File: src/rtl/mac_row_issuer_pkg.sv
// Shared types and helpers for the mac row issuer: FSM state encoding,
// datapath width and the tag-width helper used for parameter defaults.
package mac_row_issuer_pkg;

  localparam int DATA_W = 64;

  typedef enum logic [2:0] {
    IDLE,
    RUN,
    FLUSH,
    WAIT,
    DONE
  } state_t;

  // Number of bits needed to hold value (minimum 1).
  function automatic int log2(input int value);
    int n;
    n = 1;
    for (int i = 0; i < 31; i++) begin
      if ((value >> i) != 0) n = i + 1;
    end
    return n;
  endfunction

endpackage

File: src/rtl/mac_row_issuer_credit_counter.sv
// Credit counter bounding open intermediator rows: consume on row open,
// return on mac push-out, sticky error on a return while already full.
module mac_credit_counter #(
  parameter int DEPTH = 1024,
  parameter int CNT_W = 11
) (
  input  logic clk,
  input  logic rst,
  input  logic consume,
  input  logic ret,
  output logic full,
  output logic empty,
  output logic err
);

  logic [CNT_W-1:0] credits;

  assign full  = (credits == CNT_W'(DEPTH));
  assign empty = (credits == '0);

  // A simultaneous consume and return cancel out.
  always_ff @(posedge clk or negedge rst) begin
    if (!rst) begin
      credits <= CNT_W'(DEPTH);
      err     <= 1'b0;
    end else if (consume && !ret && !empty) begin
      credits <= credits - 1'b1;
    end else if (ret && !consume) begin
      if (full) err <= 1'b1;
      else      credits <= credits + 1'b1;
    end
  end

endmodule

File: src/rtl/mac_row_issuer.sv
// Issues one registered mac write per accepted nonzero with a wrapping row
// tag, throttles open rows by credits, and sequences the eof flush and done.
module mac_row_issuer
  import mac_row_issuer_pkg::*;
#(
  parameter int INTERMEDIATOR_DEPTH      = 1024,
  parameter int LOG2_INTERMEDIATOR_DEPTH = log2(INTERMEDIATOR_DEPTH - 1)
) (
  input  logic                                clk,
  input  logic                                rst,
  input  logic                                start,
  input  logic                                in_valid,
  output logic                                in_ready,
  input  logic [DATA_W-1:0]                   in_v0,
  input  logic [DATA_W-1:0]                   in_v1,
  input  logic                                in_row_end,
  input  logic                                in_last,
  input  logic                                row_retired,
  output logic                                wr,
  output logic [LOG2_INTERMEDIATOR_DEPTH-1:0] row,
  output logic [DATA_W-1:0]                   v0,
  output logic [DATA_W-1:0]                   v1,
  output logic                                eof,
  output logic                                done,
  output logic                                credit_err
);

  localparam int TAG_W = LOG2_INTERMEDIATOR_DEPTH;
  localparam logic [TAG_W-1:0] TAG_LAST = TAG_W'(INTERMEDIATOR_DEPTH - 1);

  state_t             state, state_nx;
  logic [TAG_W-1:0]   tag;
  logic               row_open;
  logic               accept, consume, full, empty;
  logic               wr_p1, last_p1, eof_p2;
  logic [TAG_W-1:0]   row_p1;
  logic [DATA_W-1:0]  v0_p1, v1_p1;

  // Ready depends only on registered state, never on same-cycle returns.
  assign in_ready = (state == RUN) && (row_open || !empty);
  assign accept   = in_valid && in_ready;
  assign consume  = accept && !row_open;

  mac_credit_counter #(
    .DEPTH(INTERMEDIATOR_DEPTH),
    .CNT_W(TAG_W + 1)
  ) u_credits (
    .clk    (clk),
    .rst    (rst),
    .consume(consume),
    .ret    (row_retired),
    .full   (full),
    .empty  (empty),
    .err    (credit_err)
  );

  always_ff @(posedge clk or negedge rst) begin
    if (!rst) state <= IDLE;
    else      state <= state_nx;
  end

  always_comb begin
    state_nx = state;
    case (state)
      IDLE:    if (start) state_nx = RUN;
      RUN:     if (accept && in_last) state_nx = FLUSH;
      FLUSH:   state_nx = WAIT;
      WAIT:    if (full) state_nx = DONE;
      DONE:    if (start) state_nx = RUN;
      default: state_nx = IDLE;
    endcase
  end

  assign done = (state == DONE);

  // Tag persists across passes; explicit wrap keeps non-power-of-2 depths correct.
  always_ff @(posedge clk or negedge rst) begin
    if (!rst) begin
      tag      <= '0;
      row_open <= 1'b0;
    end else if (accept) begin
      if (in_row_end || in_last) begin
        row_open <= 1'b0;
        tag      <= (tag == TAG_LAST) ? '0 : tag + 1'b1;
      end else begin
        row_open <= 1'b1;
      end
    end
  end

  // Stage p1: registered mac write; stage p2: eof one cycle behind the last write.
  always_ff @(posedge clk or negedge rst) begin
    if (!rst) begin
      wr_p1   <= 1'b0;
      last_p1 <= 1'b0;
      eof_p2  <= 1'b0;
      row_p1  <= '0;
      v0_p1   <= '0;
      v1_p1   <= '0;
    end else begin
      wr_p1   <= accept;
      last_p1 <= accept && in_last;
      eof_p2  <= last_p1;
      if (accept) begin
        row_p1 <= tag;
        v0_p1  <= in_v0;
        v1_p1  <= in_v1;
      end
    end
  end

  assign wr  = wr_p1;
  assign row = row_p1;
  assign v0  = v0_p1;
  assign v1  = v1_p1;
  assign eof = eof_p2;

endmodule

File: config.mk
export PLATFORM = sky130hd
export DESIGN_NAME = mac_row_issuer
export DESIGN_NICKNAME = d
export VERILOG_FILES = /design/src/rtl/mac_row_issuer_pkg.sv /design/src/rtl/mac_row_issuer_credit_counter.sv /design/src/rtl/mac_row_issuer.sv
export SDC_FILE = /design/constraint.sdc
export NUM_CORES = 1
export LEC_CHECK = 0
export BUFFER_PORTS_ARGS = -buffer_cell sky130_fd_sc_hd__buf_4
export CELL_PAD_IN_SITES_DETAIL_PLACEMENT = 1
export CELL_PAD_IN_SITES_GLOBAL_PLACEMENT = 2
export CORE_MARGIN = 2
export CORE_UTILIZATION = 31
export DETAILED_ROUTE_END_ITERATION = 10
export GPL_ROUTABILITY_DRIVEN = 0
export PLACE_DENSITY_LB_ADDON = 0.1
export RECOVER_POWER = 50
export SYNTH_ARGS = -nofsm -noshare
export SYNTH_HDL_FRONTEND = slang
export SYNTH_SLANG_ARGS = --single-unit
File: constraint.sdc
create_clock -name clk -period 3.9 [get_ports clk]
set_clock_uncertainty 0.15 [all_clocks]
set_input_delay 0.39 -clock clk [delete_from_list [all_inputs] [get_ports clk]]
set_output_delay 0.39 -clock clk [all_outputs]
set_load 0.01 [all_outputs]
Word level (Yosys, flattened, before mapping):

Cells that the tools add are included.
Widths: inputs -> output; s select.

* eq/ne operators: 10
* mux-type cells: 9
* reduce and logical (&&, ||, !) cells: 21
* $add $sub $neg: 3
* bitwise operators: 1

Operators with widths (number)
* $mux 11: 3
* $pmux 3 s4: 1
* $add 11x1->11 const B: 1
* $eq 11x11->1 const B: 1
* $logic_not 11->1: 1
* $sub 11x1->11 const B: 1
* $add 10x1->10 const B: 1
* $eq 10x10->1 const B: 1
* $mux 10: 1
* $mux 3: 3
* $logic_and 1x1->1: 7
* $eq 3x2->1 const B: 2
* $ne 2x1->1 const B: 3
* $reduce_and 3->1: 2
* $logic_not 1->1: 4
* $reduce_and 2->1: 2
* $eq 3x1->1 const B: 1
* $eq 3x3->1 const B: 1
* $logic_not 3->1: 1
* $logic_or 1x1->1: 2
* $ne 2x2->1 const B: 1
* $reduce_bool 2->1: 1
* $reduce_or 2->1: 1
* $mux 1: 1
* $not 1->1: 1

* register bits: 167
* input bits: 135
* logic and storage cells: 55
* output and inout bits: 143

Logic depth before layout (Yosys ltp):

* depth after elaboration: 10
* gate-level depth with buffers: 11
* gate-level depth less buffers: 10

Cells and area by module:

Synthesis repeated with hierarchy kept, for this count alone.

* cells, all modules: 472
* area total of the unflattened synthesis: 6890.4 um2

By module, submodules not included
* mac_row_issuer: cells an instance 371, times used 1, area each 5933.2 um2
* mac_credit_counter: cells an instance 101, times used 1, area each 957.2 um2

Least setup slack after synthesis:

OpenSTA, ideal clock, no wires.

* path type: flip-flop to flip-flop
* start point: register state[1]
* end point: register u_credits.credits[8]
* path slack: 0.594 ns
* cell stages (with the launch flop): 12
* setup time: 0.088 ns
* data arrival time: 3.067 ns
* period minus slack after synthesis: 3.306 ns
* cells stage by stage: dfrtp_1 buf_2 nand4bb_1 or3_1 a21o_1 inv_1 ha_1 a21o_1 a21oi_1 a21boi_0 or4b_2 a41oi_1

* longest elaborated chain between the ends: 8
* elaborated cells between the ends (all ways): 12
* classes of those cells: eq/ne (2); mux (1); reduce/logical (9)

Ends and longest elaborated chain
* from (decl): line mac_row_issuer.sv:31 `state_t state, state_nx;`
* from (signal assigned): line mac_row_issuer.sv:59 `else state <= state_nx;`
* $eq 3x1->1 *: line mac_row_issuer.sv:40 `assign in_ready = (state == RUN) && (row_open || !empty);`
* $logic_and 1x1->1 *: line mac_row_issuer.sv:40
* $logic_and 1x1->1 *: line mac_row_issuer.sv:41 `assign accept = in_valid && in_ready;`
* $logic_and 1x1->1 *: line mac_row_issuer.sv:42 `assign consume = accept && !row_open;`
* $logic_and 1x1->1 or $logic_not 1->1 (tied branches): line mac_row_issuer_credit_counter.sv:26, mac_row_issuer_credit_counter.sv:28
* $logic_and 1x1->1, on equally long branches: line mac_row_issuer_credit_counter.sv:26, mac_row_issuer_credit_counter.sv:28
* $ne 2x1->1 (no source line) or $reduce_bool 2->1 (tied branches)
* $reduce_and 2->1 (no source line)
* to (signal assigned): line mac_row_issuer_credit_counter.sv:24 `credits <= CNT_W'(DEPTH);`
* to (signal assigned): line mac_row_issuer_credit_counter.sv:27 `credits <= credits - 1'b1;`
* to (signal assigned): line mac_row_issuer_credit_counter.sv:30 `else credits <= credits + 1'b1;`
* to (decl): line mac_row_issuer_credit_counter.sv:16 `logic [CNT_W-1:0] credits;`

Mark *: on every way between the ends. The rest lies on a longest branch, timed or not.
A chain may end at the register's enable or synchronous reset.

Final worst setup path:

Ends and elaborated chain as after synthesis.

==> results_dict.tcl <==
set metrics [dict create \
    synthAdderAreaFrac_pct 2.11 \
    synth.cell_area_um2 6880 \
    viasPerCell 4.75 \
    finalPower_uw 7160 \
    grt_start_max_net_pins 97 \
    first_iter_violations 172 \
    synth_xor_area_share_pct 1.40 \
    vias 4981 \
    die-width_um 153 \
    slew_headroom_pct -22.1 \
    path_clk_slew_ns 0.07 \
    vdd_drop_max_mv 0.282 \
    ios 278 \
    die-area_um2 23400 \
    nets 902 \
    coreArea_um2 21800 \
    synth_seq_area_share_pct 60.7 \
    root_buffer "clkbuf_16" \
    grt_pass1_wl_mm 31.3 \
    port_buffers 277 \
    slew_viol_final 72 \
    max_freq_mhz 271 \
    rows 54 \
    antenna_found_initial 1 \
    overflow 0 \
    setup_violations 0 \
    drtPass1Iterations 4 \
    synth_compound_area_share_pct 5.40 \
    cp-start-kind "register" \
    p_seq_share_pct 41.5 \
    p_leak_uw 0.00415 \
    cts_buffers 17 \
    status "finished with violations" \
    die_y_um 153 \
    areaGrowthSynthToFinish_pct 36.2 \
    ff2ff_path_depth 10 \
    p_int_uw 4620 \
    fin_crit_sh_pct 94.7 \
    clockBufferDepth 2 \
    wl_per_cell_um 18.7 \
    grt_pass1_vias 5477 \
    hold_violations 0 \
    synth_nets 616 \
    synth_top_family_by_area "multiplexers" \
    start_util_pct 31.5 \
    ys_ff_latch 167 \
    hpwl_mm 14.8 \
    yosys.area_share.simple_pct 4.33 \
    worstPathArrival_ns 3.87 \
    switching_power_uw 2540 \
    drive_above_1_share_pct 31.0 \
    rsz0062_at_grt "no" \
    synthCells 470 \
    reg2reg_from "state[1]" \
    ctsResizeCount 0 \
    required_ns 4.08 \
    whs_path_depth 2 \
    powerDensity_nw_per_um2 765 \
    synth.distinct_cells 55 \
    yosysWarnings 0 \
    clkPwrFrac_pct 23.3 \
    cap_violations 1 \
    reg2reg_to "u_credits.credits[8]" \
    violations "max-capacitance violations, max-slew violations" \
    timing_worst_setup_path_type "reg -> reg" \
    syn_area_per_cell_um2 14.6 \
    hold_start "in_v0[29]" \
    min_path_type "in -> reg" \
    cts_tree "yes" \
    holdWs_ns 0.0329 \
    drc 0 \
    synth-main-ff-cell "dfrtp_1" \
    ys_async_sr_fraction_pct 100 \
    p_comb_share_pct 35.2 \
    period_minus_slack_ns 3.69 \
    htreeDepth 4 \
    cp_max_fo 9 \
    worst_slew_pin_slew_ns 1.83 \
    synthMuxAreaShare_pct 24.2 \
    synth_edf_count 0 \
    ant_nets 0 \
    grt.total_usage_pct 17.2 \
    insertion_delay_ns 0.42 \
    cts.sinks 167 \
    setup_tns_ns 0 \
    endpoint_kind "register" \
    switching_share_pct 35.5 \
    ff2ff_setup_slack_ns 0.21 \
    post-route-util_pct 42.9 \
    worst_hold_path.endpoint "v0[29]" \
    wirelength_mm 19.6 \
]
## worst max-delay path, cell delays in order (launching register included)
cell	delay [ns]
dfrtp_1	0.45
nand4bb_1	0.26
or3_1	0.38
a21o_1	0.23
inv_1	0.28
ha_1	0.34
nor2b_1	0.16
o2111ai_1	0.29
a21boi_0	0.19
or4b_2	0.65
a41oi_1	0.23
## sequential cells by signal, summed over array words and instances (netlist names)
name / cells
v0: 64
v1: 64
u_credits.credits: 11
row: 10
tag: 10
state: 3
eof: 1
last_p1: 1
row_open: 1
u_credits.err: 1
wr: 1
## layer usage
layer / track usage (%) / share of wire [%] / vias to the layer above / routed length, um
li1: - / - / 2276 / -
met1: 19.0 / 37 / 2485 / 7270
met2: 29.7 / 52 / 193 / 10100
met3: 6.80 / 8.6 / 27 / 1690
met4: 6.66 / 2.5 / 0 / 485
met5: 0 / 0 / - / 0
## placed cells by master (no fill, tap or decap), types with 10 or more instances in the layout
master	n
dfrtp_1	166
clkbuf_1	143
buf_4	137
mux2_1	87
mux2_2	58
clkbuf_16	17
nor2_1	14
inv_1	10
o21ai_0	10
ha_1	10
## worst max path at each step
stage | slack, ns | to | start
3_5_place_dp | 0.24 | u_credits.credits[8] | state[1]
5_1_grt | 0.03 | u_credits.credits[8] | state[1]
4_1_cts | 0.22 | u_credits.credits[8] | state[1]
2_1_floorplan | 0.59 | u_credits.credits[8] | state[1]
6_report | 0.21 | u_credits.credits[8] | state[1]
3_3_place_gp | 0.35 | u_credits.credits[8] | state[1]
## power groups by stage
stage | logic [uW] | registers, uW | clock network, uW
floorplan | 1150 | 3280 | 0
global placement | 3070 | 2970 | 0
detailed placement | 3150 | 3020 | 0
CTS | 3160 | 3010 | 1730
global route | 2760 | 3100 | 1810
finish | 2520 | 2970 | 1670
## layout make-up
class / instances / area [um^2]
fill: 2373 / 12500
sequential: 167 / 4180
multi-input combinational: 276 / 2580
timing repair buffer: 284 / 1640
clock buffer: 18 / 429
tap: 280 / 350
clock inverter: 13 / 150
inverter: 10 / 37.5
antenna: 1 / 2.50
## what timing repair did
action / CTS / global route
hold buffers: 1 / 0
buffers inserted: 0 / 0
endpoints found under the setup margin: 0 / 0
hold endpoints to repair: 70 / 0
## Yosys cell counts, types with 3 or more instances
| library cell | count | area share, % |
|---|---|---|
| dfrtp_1 | 166 | 60 |
| mux2_1 | 87 | 14 |
| mux2_2 | 58 | 9.5 |
| buf_2 | 15 | 1.1 |
| nor2_1 | 14 | 0.76 |
| ha_1 | 10 | 1.8 |
| inv_1 | 10 | 0.55 |
| o21ai_0 | 10 | 0.73 |
| nand2_1 | 9 | 0.49 |
| xnor2_1 | 9 | 1.1 |
| a21oi_1 | 8 | 0.58 |
| nor3_1 | 6 | 0.44 |
| a21o_1 | 5 | 0.55 |
| nand3_1 | 4 | 0.29 |
| nand4_1 | 4 | 0.36 |
| o21a_1 | 4 | 0.44 |
| mux2i_1 | 3 | 0.44 |
| o41ai_1 | 3 | 0.38 |
## per-stage QoR
step                      cells  instance area, um^2  worst slack (ns)
after global routing       1049                 9370            0.0255
after global placement     1016                 9320             0.346
after detailed placement   1016                 9320             0.245
after CTS                  1048                 9910             0.216
final                      1049                 9370             0.206
after floorplan             470                 6880             0.594
## cells by family after synthesis
| logic type | count (synthesis) |
|---|---|
| AOI/OAI and AO/OA | 52 |
| buffers and inverters | 27 |
| muxes | 148 |
| adders and majority gates | 11 |
| DFF | 167 |
| and+or+nand+nor | 54 |
| xor gates and xnor gates | 11 |
(Power assumes the default switching activity.)
